File: config.mk
export PLATFORM = sky130hd
export DESIGN_NAME = siso_serializer
export DESIGN_NICKNAME = d
export VERILOG_FILES = /design/src/rtl/siso_serializer.sv
export SDC_FILE = /design/constraint.sdc
export NUM_CORES = 1
export LEC_CHECK = 0
export ABC_CLOCK_PERIOD_IN_PS = 2600
export BUFFER_PORTS_ARGS = -buffer_cell sky130_fd_sc_hd__clkbuf_2
export CORE_AREA = 2 2 40 42
export CTS_CLUSTER_DIAMETER = 100
export DETAILED_ROUTE_END_ITERATION = 6
export DIE_AREA = 0 0 42 44
export PLACE_DENSITY = 0.77
export SLEW_MARGIN = 20
export SYNTH_ARGS = -nofsm -noshare
export SYNTH_HDL_FRONTEND = slang
export SYNTH_SLANG_ARGS = --single-unit
File: constraint.sdc
create_clock -name clk -period 2.6 [get_ports clk]
set_clock_uncertainty 0.15 [all_clocks]
set_input_delay 0.26 -clock clk [delete_from_list [all_inputs] [get_ports clk]]
set_output_delay 0.26 -clock clk [all_outputs]
set_load 0.02 [all_outputs]
File: src/rtl/siso_serializer.sv
// Parallel-in, serial-out transmitter: valid/ready word intake, LSB-first serial stream with frame strobe.
// Optional even-parity bit after the MSB when SISO_SER_PARITY_EN is defined.
module siso_serializer #(
  parameter int WIDTH = 8
) (
  input  logic             clk,
  input  logic             rst_n,
  input  logic [WIDTH-1:0] load_data,
  input  logic             load_valid,
  output logic             load_ready,
  output logic             Dout,
  output logic             frame,
  output logic             tx_done
);

`ifdef SISO_SER_PARITY_EN
  localparam int NBITS = WIDTH + 1;
`else
  localparam int NBITS = WIDTH;
`endif
  localparam int CW = $clog2(NBITS + 1);

  localparam logic [0:0] IDLE  = 1'b0;
  localparam logic [0:0] SHIFT = 1'b1;

  localparam logic [CW-1:0] LAST_CNT = CW'(NBITS - 1);

  logic [0:0]       state;
  logic [NBITS-1:0] sreg;
  logic [NBITS-1:0] word;
  logic [CW-1:0]    cnt;
  logic             last;
  logic             accept;

`ifdef SISO_SER_PARITY_EN
  assign word = {^load_data, load_data};
`else
  assign word = load_data;
`endif

  // The final bit of a word frees the serializer, so the next word can chain in gap-free.
  assign last       = (state == SHIFT) && (cnt == LAST_CNT);
  assign load_ready = (state == IDLE) || last;
  assign accept     = load_valid && load_ready;
  assign tx_done    = last;

  always_ff @(posedge clk or negedge rst_n) begin
    if (!rst_n) begin
      state <= IDLE;
      sreg  <= '0;
      cnt   <= '0;
      Dout  <= 1'b0;
      frame <= 1'b0;
    end else if (accept) begin
      state <= SHIFT;
      sreg  <= word;
      cnt   <= '0;
      Dout  <= word[0];
      frame <= 1'b1;
    end else if (state == SHIFT) begin
      if (last) begin
        state <= IDLE;
        sreg  <= '0;
        cnt   <= '0;
        Dout  <= 1'b0;
        frame <= 1'b0;
      end else begin
        // sreg[0] is already on Dout; present the next bit.
        sreg  <= sreg >> 1;
        Dout  <= sreg[1];
        cnt   <= cnt + 1'b1;
      end
    end
  end

endmodule
==> flow_metrics.tcl <==
set metrics [dict create \
    finalHoldViolations 0 \
    worstSetupEndpointType "output port" \
    wirelength_microns 1380 \
    slew_headroom_pct 67.1 \
    fin_area_sq_um 835 \
    ys_seq_area_share_pct 48.1 \
    path_class "reg2out" \
    grt_pass1_wl_microns 2260 \
    ctsHoldBuffers 1 \
    irDropWorstVdd_mv 0.583 \
    cts_resized 0 \
    dp_cells 94 \
    vias_per_cell 5.71 \
    dr.pass1.iters 4 \
    drtAntennaViolNets 0 \
    start_util_pct 51.3 \
    powerDensity_nw_per_um2 1030 \
    cts_tree "yes" \
    rows 14 \
    seq_area_sq_um 350 \
    postSynth.asyncResetShare_pct 100 \
    min_period_over_period_pct 73.8 \
    yosysTopAreaCellShare_pct 48.1 \
    grt-ovfl-total 0 \
    r2r-end "sreg[5]" \
    period_needed_ns 1.92 \
    critPathLaunch "cnt[0]" \
    grt_use_total_pct 17.1 \
    crit_fanout 5 \
    fillerInstances 122 \
    first_global_vias 508 \
    finalNonFillerCells 99 \
    outcome "completed" \
    layout.nets 96 \
    yosys_warnings 0 \
    layout-drive-gt1-share_pct 26.5 \
    cts_root_buf "clkbuf_4" \
    n_antenna_cell 0 \
    drt_iter0_markers 11 \
    yosys_register_bits 14 \
    fmax_mhz 521 \
    rsz0062_at_grt "no" \
    place_hpwl_microns 912 \
    setup_viol 0 \
    synth_area_sq_um 728 \
    hold_class "in2reg" \
    cts.sinks 14 \
    vias 565 \
    cp.arrival_ns 1.51 \
    rrSetupSlack_ns 1.00 \
    yosysTopAreaCell "dfrtp_1" \
    die_w_microns 42 \
    yosysMostFrequentCell "dfrtp_1" \
    placed_area_sq_um 788 \
    io_pins 15 \
    detail_route.wl_per_cell_microns 13.9 \
    area_delta_synth_final_pct 14.6 \
    crit_end "tx_done" \
    syn_area_per_cell_sq_um 10.6 \
    reg2reg_from "cnt[0]" \
    multiInputGateArea_sq_um 344 \
    gp_congestion 0.829 \
    synth_nets 81 \
    setup_tns_ns 0 \
    core_area_sq_um 1420 \
    ys_top_cells_by_area "dfrtp_1 48%, mux2i_1 11%, a221o_1 9.6%" \
    clock_path_buffers 2 \
    drc 0 \
    cts_setup_buffers 0 \
    cts_buffers 3 \
    port_buffers 14 \
    antenna_found_initial 0 \
    clk_transition_reported_paths_ns 0.09 \
    htree_levels 1 \
    grt_start_max_net_pins 19 \
    postSynthCellCount 69 \
    reg2reg_depth 3 \
    synth.distinct_cells 23 \
    start_kind "flop" \
    clock_latency_ns 0.29 \
    tightestPinTransition_ns 0.494 \
    cap_violations 0 \
    synth_edf_count 0 \
    fp.dieH_microns 44 \
    hold_path_startpoint "load_data[7]" \
    die_area_sq_um 1850 \
    slew_violations 0 \
    yosys_most_used_dff "dfrtp_1" \
    required_ns 2.19 \
    yosys-top-cells-count "14 x dfrtp_1, 10 x nor2_1, 8 x mux2i_1" \
    p_leak_nw 0.425 \
]
## per-stage QoR
step	total power [mW]	utilization [%]	setup slack, ns	hold WS (ns)
detailed placement	0.700	55.6	1.01	0.0326
global placement	0.691	55.6	1.03	0.0293
floorplan	0.632	-	1.04	-0.186
global route	0.919	58.8	0.600	0.0697
finish	0.858	58.8	0.680	0.0662
CTS	0.865	58.8	0.681	0.0507
## worst min-delay path by stage
stage	cells after the start	end
2_1_floorplan	0	cnt[0]
3_3_place_gp	1	cnt[1]
3_5_place_dp	1	cnt[0]
4_1_cts	3	sreg[7]
5_1_grt	2	sreg[3]
6_report	3	sreg[7]
## flip-flops by register name, summed over array words and instances, names as in the netlist
signal and cells:
sreg 8, state 1, cnt 4, frame 1
## layout by cell type (no fill, tap or decap)
master and count:
a22o_1 1, inv_1 1, dlygate4sd3_1 1, nand3_1 3, clkbuf_8 1, xor2_1 1, a221o_1 7, clkbuf_2 14
nand2_1 5, and4b_2 1, clkbuf_4 3, dfrtp_1 14, ha_1 1, or2b_1 1, and2_4 1, mux2i_1 8
nor2_1 10, or4b_1 1, and3b_2 1, and2_1 1, nand3b_1 1, o21ai_0 3, a21oi_1 2, or2_2 1
## kinds of logic after synthesis
| kind of cell | share of synthesized area (%) |
|---|---|
| adder cells (fa/ha/maj) | 1.72 |
| AND/OR/NAND/NOR | 19.1 |
| AO/OA/AOI/OAI | 14.3 |
| multiplexers | 11.0 |
| XOR/XNOR | 1.20 |
| buffers and inverters | 4.64 |
| flip-flops | 48.1 |
## per-layer routing
layer,wire [microns],up-vias,global-route usage (%),part of all wire (%)
met3,46,5,2.50,3.3
met1,643,270,20.7,47
met4,43,0,13.5,3.1
met5,0,-,0,0
met2,641,13,27.5,47
li1,-,277,-,-
## report_power, final
part           total, mW  switching [mW]  internal [mW]
combinational      0.312           0.155          0.157
sequential         0.385          0.0825          0.303
clock              0.160          0.0752         0.0853
## cell type report
type / instances / share of cell area, %
well taps: 16 / 2.40
repair buffers: 15 / 9.60
clock buffers: 4 / 4.35
flip-flops and latches: 14 / 42.0
multi-input cells: 49 / 41.2
inverters: 1 / 0.450
## worst max-delay path, cell delays in order, from the launching register on
cell      delay (ns)
dfrtp_1         0.42
ha_1            0.26
and3b_2         0.24
and2_1          0.15
clkbuf_2        0.15
(Power assumes the default switching activity.)
